### config.mk
export PLATFORM = sky130hd
export DESIGN_NAME = serializer_flat
export DESIGN_NICKNAME = d
export VERILOG_FILES = /design/src/rtl/tx_pkg.sv /design/src/rtl/serializer_if.sv /design/src/rtl/serializer_prbs7.sv /design/src/rtl/serializer.sv /design/src/flat_wrapper.sv
export SDC_FILE = /design/constraint.sdc
export NUM_CORES = 1
export LEC_CHECK = 0
export BUFFER_PORTS_ARGS = -buffer_cell sky130_fd_sc_hd__buf_2
export CORE_ASPECT_RATIO = 1.5
export CORE_UTILIZATION = 61
export DETAILED_ROUTE_END_ITERATION = 10
export GPL_TIMING_DRIVEN = 0
export PLACE_DENSITY = 0.82
export SLEW_MARGIN = 5
export SYNTH_ARGS = -nofsm -noshare
export SYNTH_HDL_FRONTEND = slang
export SYNTH_HIERARCHICAL = 1
export SYNTH_SLANG_ARGS = --single-unit
### constraint.sdc
create_clock -name BitCLK -period 5.2 [get_ports BitCLK]
set_input_delay 0.26 -clock BitCLK [delete_from_list [all_inputs] [get_ports BitCLK]]
set_output_delay 0.26 -clock BitCLK [all_outputs]
set_load 0.01 [all_outputs]
### src/rtl/tx_pkg.sv
// +----------------------------------------------------------------------+
// | tx_pkg : shared TX-path constants, mode encoding and K28.5 helper     |
// | Rev 1.0 : initial release                                            |
// +----------------------------------------------------------------------+
`default_nettype none

package tx_pkg;

  localparam int WORD_W = 10;

  localparam logic [1:0] TX_MODE_DATA = 2'b00;
  localparam logic [1:0] TX_MODE_PRBS = 2'b01;
  localparam logic [1:0] TX_MODE_CLK  = 2'b10;
  localparam logic [1:0] TX_MODE_K28  = 2'b11;

  typedef enum logic [1:0] {
    MODE_DATA = TX_MODE_DATA,
    MODE_PRBS = TX_MODE_PRBS,
    MODE_CLK  = TX_MODE_CLK,
    MODE_K28  = TX_MODE_K28
  } tx_mode_e;

  localparam logic [WORD_W-1:0] K28_5_RDN   = 10'b0011111010;
  localparam logic [WORD_W-1:0] K28_5_RDP   = 10'b1100000101;
  localparam logic [WORD_W-1:0] CLK_PATTERN = 10'b1010101010;

  // K28.5 code group for the running disparity currently in force.
  function automatic logic [WORD_W-1:0] k28_word(input logic rd_pos);
    return rd_pos ? K28_5_RDP : K28_5_RDN;
  endfunction

endpackage

`default_nettype wire

### src/rtl/serializer_if.sv
// +----------------------------------------------------------------------+
// | serializer_if : encoder-side word bus and serial-side outputs        |
// | Rev 1.0 : initial release                                            |
// +----------------------------------------------------------------------+
`default_nettype none

interface serializer_if;

  logic [tx_pkg::WORD_W-1:0] TxParallel_10;
  logic [1:0]                TxMode;
  logic                      TxSerial;
  logic                      BitCLK_10;
  logic                      WordLoad;

  modport master (
    output TxParallel_10,
    output TxMode,
    input  TxSerial,
    input  BitCLK_10,
    input  WordLoad
  );

  modport slave (
    input  TxParallel_10,
    input  TxMode,
    output TxSerial,
    output BitCLK_10,
    output WordLoad
  );

endinterface

`default_nettype wire

### src/rtl/serializer_prbs7.sv
// +----------------------------------------------------------------------+
// | prbs7_gen : x^7+x^6+1 LFSR; steps only while enabled, else holds     |
// | Rev 1.0 : initial release                                            |
// +----------------------------------------------------------------------+
`default_nettype none

module prbs7_gen #(
  parameter logic [6:0] SEED = 7'h7F
) (
  input  logic clk,
  input  logic rst_n,
  input  logic en_i,
  output logic bit_o
);

  logic [6:0] lfsr_q;
  logic [6:0] lfsr_d;
  logic       w_fb;

  assign w_fb  = lfsr_q[6] ^ lfsr_q[5];
  assign bit_o = w_fb;

  always_comb begin
    lfsr_d = lfsr_q;
    if (en_i) begin
      // The all-zero state is a lockup for this polynomial; reseed out of it.
      lfsr_d = (lfsr_q == 7'd0) ? SEED : {lfsr_q[5:0], w_fb};
    end
  end

  always_ff @(posedge clk or negedge rst_n) begin
    if (!rst_n) begin
      lfsr_q <= SEED;
    end else begin
      lfsr_q <= lfsr_d;
    end
  end

endmodule

`default_nettype wire

### src/rtl/serializer.sv
// +----------------------------------------------------------------------+
// | serializer : 10:1 MSB-first serializer, BitCLK/10 word clock, tests  |
// | Rev 1.0 : initial release                                            |
// +----------------------------------------------------------------------+
`default_nettype none

module serializer
  import tx_pkg::*;
#(
  parameter int         WIDTH       = 10,
  parameter int         CAPTURE_CNT = 7,
  parameter logic [6:0] PRBS_SEED   = 7'h7F
) (
  input  logic           BitCLK,
  input  logic           Reset,
  serializer_if.slave    bus
);

  generate
    if (WIDTH != WORD_W || CAPTURE_CNT < 6 || CAPTURE_CNT > 9 || PRBS_SEED == 7'd0) begin : g_param_error
      $error("serializer: unsupported parameter set");
    end
  endgenerate

  localparam logic [3:0] CAP_CNT   = 4'(CAPTURE_CNT);
  localparam logic [3:0] LAST_CNT  = 4'd9;
  localparam logic [3:0] HIGH_LAST = 4'd4;

  logic [3:0]        cnt_q,    cnt_d;
  logic [WORD_W-1:0] hold_q,   hold_d;
  logic [WORD_W-1:0] shift_q,  shift_d;
  tx_mode_e          mode_q,   mode_d;
  tx_mode_e          act_q,    act_d;
  logic              k_rd_q,   k_rd_d;
  logic              tx_q,     tx_d;
  logic              bclk10_q, bclk10_d;
  logic              wl_q,     wl_d;

  logic              w_load;
  logic              w_cap;
  logic              w_prbs_en;
  logic              w_prbs_bit;

  assign w_load = (cnt_q == LAST_CNT);
  assign w_cap  = (cnt_q == CAP_CNT);

  // The captured mode becomes active only at the word boundary, so a mode
  // captured at cnt==7 never disturbs the word still being shifted out.
  assign act_d     = w_load ? mode_q : act_q;
  assign w_prbs_en = (act_d == MODE_PRBS);

  prbs7_gen #(
    .SEED  (PRBS_SEED)
  ) u_prbs7 (
    .clk   (BitCLK),
    .rst_n (Reset),
    .en_i  (w_prbs_en),
    .bit_o (w_prbs_bit)
  );

  always_comb begin
    cnt_d   = (cnt_q >= LAST_CNT) ? 4'd0 : cnt_q + 4'd1;
    hold_d  = hold_q;
    mode_d  = mode_q;
    k_rd_d  = k_rd_q;
    shift_d = shift_q << 1;

    if (w_cap) begin
      hold_d = bus.TxParallel_10;
      mode_d = tx_mode_e'(bus.TxMode);
    end

    if (w_load) begin
      unique case (mode_q)
        MODE_DATA: shift_d = hold_q;
        MODE_CLK:  shift_d = CLK_PATTERN;
        MODE_K28: begin
          shift_d = k28_word(k_rd_q);
          k_rd_d  = ~k_rd_q;
        end
        default:   shift_d = '0;
      endcase
    end

    // Driving TxSerial from the next shift value puts word bit 9 on the line
    // in the same cycle as WordLoad (cnt==0).
    tx_d     = w_prbs_en ? w_prbs_bit : shift_d[WORD_W-1];
    bclk10_d = (cnt_d <= HIGH_LAST);
    wl_d     = (cnt_d == 4'd0);
  end

  always_ff @(posedge BitCLK or negedge Reset) begin
    if (!Reset) begin
      cnt_q    <= 4'd0;
      hold_q   <= '0;
      shift_q  <= '0;
      mode_q   <= MODE_DATA;
      act_q    <= MODE_DATA;
      k_rd_q   <= 1'b0;
      tx_q     <= 1'b0;
      bclk10_q <= 1'b0;
      wl_q     <= 1'b0;
    end else begin
      cnt_q    <= cnt_d;
      hold_q   <= hold_d;
      shift_q  <= shift_d;
      mode_q   <= mode_d;
      act_q    <= act_d;
      k_rd_q   <= k_rd_d;
      tx_q     <= tx_d;
      bclk10_q <= bclk10_d;
      wl_q     <= wl_d;
    end
  end

  assign bus.TxSerial  = tx_q;
  assign bus.BitCLK_10 = bclk10_q;
  assign bus.WordLoad  = wl_q;

endmodule

`default_nettype wire
### src/flat_wrapper.sv
// flat-port wrapper written by rule: the top's interface ports become plain ports
module serializer_flat import tx_pkg::*;
#(
  parameter int         WIDTH       = 10,
  parameter int         CAPTURE_CNT = 7,
  parameter logic [6:0] PRBS_SEED   = 7'h7F
)
  (BitCLK, Reset, bus_TxParallel_10, bus_TxMode, bus_TxSerial, bus_BitCLK_10, bus_WordLoad);
  serializer_if bus_i ();
  input  logic BitCLK;
  input  logic Reset;
  input wire logic [$bits(bus_i.TxParallel_10)-1:0] bus_TxParallel_10;
  input wire logic [$bits(bus_i.TxMode)-1:0] bus_TxMode;
  output wire logic [$bits(bus_i.TxSerial)-1:0] bus_TxSerial;
  output wire logic [$bits(bus_i.BitCLK_10)-1:0] bus_BitCLK_10;
  output wire logic [$bits(bus_i.WordLoad)-1:0] bus_WordLoad;
  assign bus_i.TxParallel_10 = bus_TxParallel_10;
  assign bus_i.TxMode = bus_TxMode;
  assign bus_TxSerial = bus_i.TxSerial;
  assign bus_BitCLK_10 = bus_i.BitCLK_10;
  assign bus_WordLoad = bus_i.WordLoad;
  serializer #(.WIDTH(WIDTH), .CAPTURE_CNT(CAPTURE_CNT), .PRBS_SEED(PRBS_SEED)) u_core (.BitCLK(BitCLK), .Reset(Reset), .bus(bus_i));
endmodule
# After elaboration in Yosys (flattened, before gate mapping)
# Index checks and enable logic that the tools add are counted.
word_totals:
  in_bits: 14
  register_bits: 38
  wordCells: 31
classes:
  n_bitwise: 2
  n_addsub: 1
  n_lt_le_gt_ge: 2
  n_reduce_logical: 4
  mux: 7
  eq_ne: 5
ops:
  columns: ["op", "n"]
  rows:
  - ["$pmux 10 s3", 1]
  - ["$mux 10", 2]
  - ["$logic_not 7->1", 1]
  - ["$mux 7", 1]
  - ["$add 4x1->4 const B", 1]
  - ["$eq 2x2->1 const B", 2]
  - ["$eq 4x3->1 const B", 1]
  - ["$eq 4x4->1 const B", 1]
  - ["$ge 4x4->1 const B", 1]
  - ["$le 4x3->1 const B", 1]
  - ["$logic_not 4->1", 1]
  - ["$mux 4", 1]
  - ["$eq 2x1->1 const B", 1]
  - ["$logic_not 2->1", 1]
  - ["$mux 2", 1]
  - ["$reduce_and 2->1", 1]
  - ["$mux 1", 1]
  - ["$not 1->1", 1]
  - ["$xor 1x1->1", 1]

# Depth between registers and ports, before layout
logic_depth:
  word_depth: 4
  ltp_mapped: 7
  ltp_nobuf: 6

# Modules after synthesis
# Netlist, hierarchy kept.
modules_own_cells:
  columns: ["module", "instances", "seq_area_each_um2", "area_per_inst_um2", "cells_each"]
  rows:
  - ["serializer", 1, 775.7, 1337.5, 113]
  - ["prbs7_gen", 1, 183.9, 324.1, 33]

# Worst setup path before layout
# No wires, ideal clock.
synth_timing:
  path_type: "flip-flop to flip-flop"
  from: "reg u_core.cnt_q[1]"
  to: "reg u_core.u_prbs7.lfsr_q[0]"
  setup_time_ns: 0.073
  arrival_ns: 1.633
  setup_slack_ns: 3.494
  path_stages_with_launch: 8
  cell_sequence: "dfrtp_1 -> inv_1 -> ha_1 -> and3b_2 -> mux2i_1 -> clkbuf_1 -> nor2_1 -> a21oi_1"
synth_via:
  elab_chain_cells: 3
synth_rtl:
  columns: ["element", "line_no", "source"]
  rows:
  - ["from (decl)", "serializer.sv:29", "logic [3:0] cnt_q, cnt_d;"]
  - ["from (signal assigned)", "serializer.sv:104", "cnt_q <= cnt_d;"]
  - ["$eq 4x4->1", "serializer.sv:44", "assign w_load = (cnt_q == LAST_CNT);"]
  - ["$mux 2", "serializer.sv:49", "assign act_d = w_load ? mode_q : act_q;"]
  - ["$eq 2x1->1", "serializer.sv:50", "assign w_prbs_en = (act_d == MODE_PRBS);"]
  - ["via u_core.w_prbs_en", "serializer.sv:41", "logic w_prbs_en;"]
  - ["to (signal assigned)", "serializer_prbs7.sv:35", "lfsr_q <= lfsr_d;"]
  - ["to (decl)", "serializer_prbs7.sv:16", "logic [6:0] lfsr_q;"]
# The timed path passes the listed nets, and every way through them passes these cells.
# A chain may end at the register's enable or synchronous reset.

# Final worst setup path
layout_timing:
  from: "reg u_core.cnt_q[1]"
  to: "reg u_core.u_prbs7.lfsr_q[2]"
# Same word-level chain as after synthesis.

==> metrics.json <==
{
  "status": {"value": "complete, but fails checks"},
  "failing_checks": {"value": "negative hold slack"},
  "wl_per_cell": {"value": 14.98, "unit": "µm"},
  "total_leakage_power": {"value": 0.0008598, "unit": "µW"},
  "final_period_minus_worst_setup_slack": {"value": 2.037, "unit": "ns"},
  "h-tree-depth": {"value": 2},
  "viasPerCell": {"value": 5.626},
  "worstSetupEndpointType": {"value": "flip-flop"},
  "netlist-cell-type-count": {"value": 31},
  "fp.dieW": {"value": 44.62, "unit": "µm"},
  "finalHoldViolations": {"value": 31},
  "clk_lat_worst_skew": {"value": 0.35, "unit": "ns"},
  "yosys-top-cells-area": {"value": "dfrtp_1 47%, dfstp_2 11%, mux2_2 8.1%"},
  "cts.reportedPaths.clkPinSlew": {"value": 0.11, "unit": "ns"},
  "netlist.top_cell.by_area": {"value": "dfrtp_1"},
  "vias": {"value": 1159},
  "place_area": {"value": 1787, "unit": "µm²"},
  "slew-limit-headroom": {"value": 0.4692},
  "startpoint_types": {"value": "flip-flop"},
  "fin_util": {"value": 0.7373},
  "syn_area": {"value": 1662, "unit": "µm²"},
  "detail_route.first_pass.iterations": {"value": 4},
  "numClockSinks": {"value": 38},
  "final_area": {"value": 1847, "unit": "µm²"},
  "largest_net_degree_at_the_start_of_global_routing": {"value": 39},
  "ff2ff_setup_slack": {"value": 3.16, "unit": "ns"},
  "clock-root-buffer": {"value": "clkbuf_4"},
  "initial_utilization": {"value": 0.6633},
  "synthMostInstantiatedCell": {"value": "dfrtp_1"},
  "gp_routability_congestion": {"value": 0.8158},
  "io_pins": {"value": 17},
  "post-cts-setup-buffers": {"value": 0},
  "required": {"value": 5.49, "unit": "ns"},
  "detailedPlacementHpwl": {"value": 2256, "unit": "µm"},
  "setup_viol": {"value": 0},
  "timing.hold.worst.class": {"value": "primary input to async pin"},
  "holdBufCountCts": {"value": 0},
  "critical_path.max_fanout": {"value": 10},
  "synth-seq-area-share": {"value": 0.5776},
  "synth_top_cell_area_share": {"value": 0.4669},
  "ctsResizeCount": {"value": 0},
  "layout-area-overhead-vs-synth": {"value": 11.14, "unit": "%"},
  "number_of_synthesized_register_bits": {"value": 38},
  "max_freq": {"value": 490.8, "unit": "MHz"},
  "worstMarginPinSlew": {"value": 0.7962, "unit": "ns"},
  "critical_path_arrival": {"value": 2.33, "unit": "ns"},
  "numPortBuffers": {"value": 16},
  "rsz_0062_raised_after_global_routing": {"value": "no"},
  "worstSetupPathType": {"value": "flip-flop to flip-flop"},
  "wl": {"value": 3086, "unit": "µm"},
  "area_of_the_die": {"value": 2941, "unit": "µm²"},
  "yosys_warnings": {"value": 6},
  "finalSetupTns": {"value": 0, "unit": "ns"},
  "mean_cell_area_of_the_mapped_netlist": {"value": 11.38, "unit": "µm²"},
  "ir_drop": {"value": 0.2748, "unit": "mV"},
  "synth_cells": {"value": 146},
  "clock_tree_from_tritoncts": {"value": "done"},
  "postRouteAntennaNets": {"value": 0},
  "fin_worst_skew": {"value": 0.007219, "unit": "ns"},
  "drcViolationCount": {"value": 0},
  "clk_path_buf_depth": {"value": 2},
  "finalMaxSlewViolations": {"value": 0},
  "synth_enable_flop_cells": {"value": 0},
  "maxCapViolations": {"value": 0},
  "synth_async_sr_flop_share": {"value": 1.000},
  "final_worst_path_cycle_share": {"value": 0.3918},
  "drt_iter0_markers": {"value": 47},
  "numCtsBuffers": {"value": 5},
  "grt_pass1_wl": {"value": 5326, "unit": "µm"},
  "grtUsageTotal": {"value": 0.2588},
  "row_cnt": {"value": 22},
  "power_per_cell_area": {"value": 311.8, "unit": "nW/µm²"},
  "core_area": {"value": 2505, "unit": "µm²"},
  "post_synth_most_frequent_cells": {"value": "31 x dfrtp_1, 20 x a21oi_1, 15 x nand2_1, 12 x mux2_2, 10 x nor2_1"},
  "synth_flop_cell": {"value": "dfrtp_1"},
  "antenna_cells": {"value": 0},
  "mappedNetlistNets": {"value": 163},
  "first_global_vias": {"value": 1249},
  "fraction_of_final_layout_cells_with_drive_strength_greater_than_1": {"value": 0.2706},
  "overflow": {"value": 0},
  "timing.hold.ws": {"value": -0.02219, "unit": "ns"},
  "layout.nets": {"value": 186},
  "antenna_violations_before_repair": {"value": 0},
  "fp.dieH": {"value": 65.92, "unit": "µm"}
}
-- final cells by class --
| cell class | count | area [µm²] |
|---|---|---|
| multi-input combinational | 98 | 654.4 |
| clock buffer | 7 | 55.05 |
| sequential | 38 | 959.7 |
| timing repair buffer | 16 | 80.08 |
| clock inverter | 1 | 5.005 |
| buffer | 5 | 28.78 |
| fill | 185 | 658.1 |
| inverter | 5 | 18.77 |
| tap | 36 | 45.04 |
-- cell families (layout without fill, tap and decap cells) --
logic type                 count (synthesis)  after routing  synth area share
muxes                                     13             13           0.08735
xor gates and xnor gates                   3              3           0.01582
AOI/OAI and AO/OA                         36             36            0.1273
and+or+nand+nor                           43             43            0.1408
adders and majority gates                  3              3           0.02259
DFF                                       38             38            0.5776
buffers and inverters                     10             34           0.02861
-- registers in the layout, summed over array words and instances, names as in the netlist --
name,flops
u_core/act_q,2
u_core/bus.BitCLK_10,1
u_core/bus.TxSerial,1
u_core/bus.WordLoad,1
u_core/cnt_q,4
u_core/hold_q,10
u_core/k_rd_q,1
u_core/mode_q,2
u_core/shift_q,9
u_core/u_prbs7/lfsr_q,7
-- placed cells by master (no fill, tap or decap) --
cell type  netlist  routed
a21oi_1         20      20
a221o_1          1       1
a22o_1           1       1
a31oi_1          3       3
a32o_1           1       1
and2_1           3       3
and2b_2          1       1
and3_1           2       2
and3b_1          1       1
and3b_2          1       1
buf_2            0      16
clkbuf_1         4       5
clkbuf_4         0       5
clkbuf_8         1       2
clkinv_2         0       1
dfrtp_1         31      31
dfstp_2          7       7
ha_1             3       3
inv_1            5       5
mux2_2          12      12
mux2i_1          1       1
nand2_1         15      15
nand2b_1         4       4
nand3b_1         2       2
nor2_1          10      10
nor3_1           1       1
nor3b_1          1       1
nor4_4           1       1
o21ai_0          5       5
o2bb2ai_1        1       1
o31ai_1          4       4
or2b_1           1       1
xnor2_1          1       1
xor2_1           2       2
-- worst paths after layout --
kind / cells after the start / start / to
setup reg to reg: 7 / u_core/cnt_q[1] / u_core/u_prbs7/lfsr_q[2]
hold reg to reg: 2 / u_core/shift_q[4] / u_core/shift_q[5]
hold / removal: 1 / Reset / u_core/bus.TxSerial
max in group asynchronous: 1 / Reset / u_core/bus.BitCLK_10
setup / recovery: 7 / u_core/cnt_q[1] / u_core/u_prbs7/lfsr_q[2]
min in group BitCLK: 2 / bus_TxParallel_10[5] / u_core/hold_q[5]
-- report_power, final --
| part | internal (µW) | switching [µW] | total (µW) | leakage [µW] |
|---|---|---|---|---|
| clock | 65.5 | 94.0 | 160 | 0.0000353 |
| combinational | 29.4 | 36.5 | 65.9 | 0.000359 |
| sequential | 329 | 21.8 | 350 | 0.000465 |
| total | 424 | 152 | 576 | 0.000860 |
-- routing by layer --
| layer | track usage | part of all wire | up-vias | routed length [µm] |
|---|---|---|---|---|
| met1 | 0.2841 | 0.41 | 580 | 1250 |
| met3 | 0.09290 | 0.034 | 5 | 106 |
| li1 | - | - | 554 | - |
| met4 | 0.1174 | 0.017 | 0 | 51 |
| met5 | 0 | 0 | - | 0 |
| met2 | 0.4357 | 0.54 | 20 | 1678 |
-- metrics by stage --
| stage | setup WS, ns | hold slack, ns | cells | power, µW |
|---|---|---|---|---|
| 2_1_floorplan | 3.494 | -0.03559 | 146 | 395.5 |
| 3_3_place_gp | 3.288 | 0.3792 | 198 | 415.8 |
| 3_5_place_dp | 3.186 | 0.3974 | 198 | 422.7 |
| 4_1_cts | 3.167 | 0.002080 | 206 | 582.9 |
| 5_1_grt | 2.941 | 0.02248 | 206 | 606.7 |
| 6_report | 3.163 | -0.02219 | 206 | 575.8 |
-- worst max-delay path, stage by stage (launching register included) --
cell and delay (ns):
dfrtp_1 0.42, inv_1 0.09, ha_1 0.19, and3b_2 0.24
mux2i_1 0.47, clkbuf_1 0.37, nor2_1 0.07, a21oi_1 0.13
Note: power is estimated with default switching activity, not from simulation.
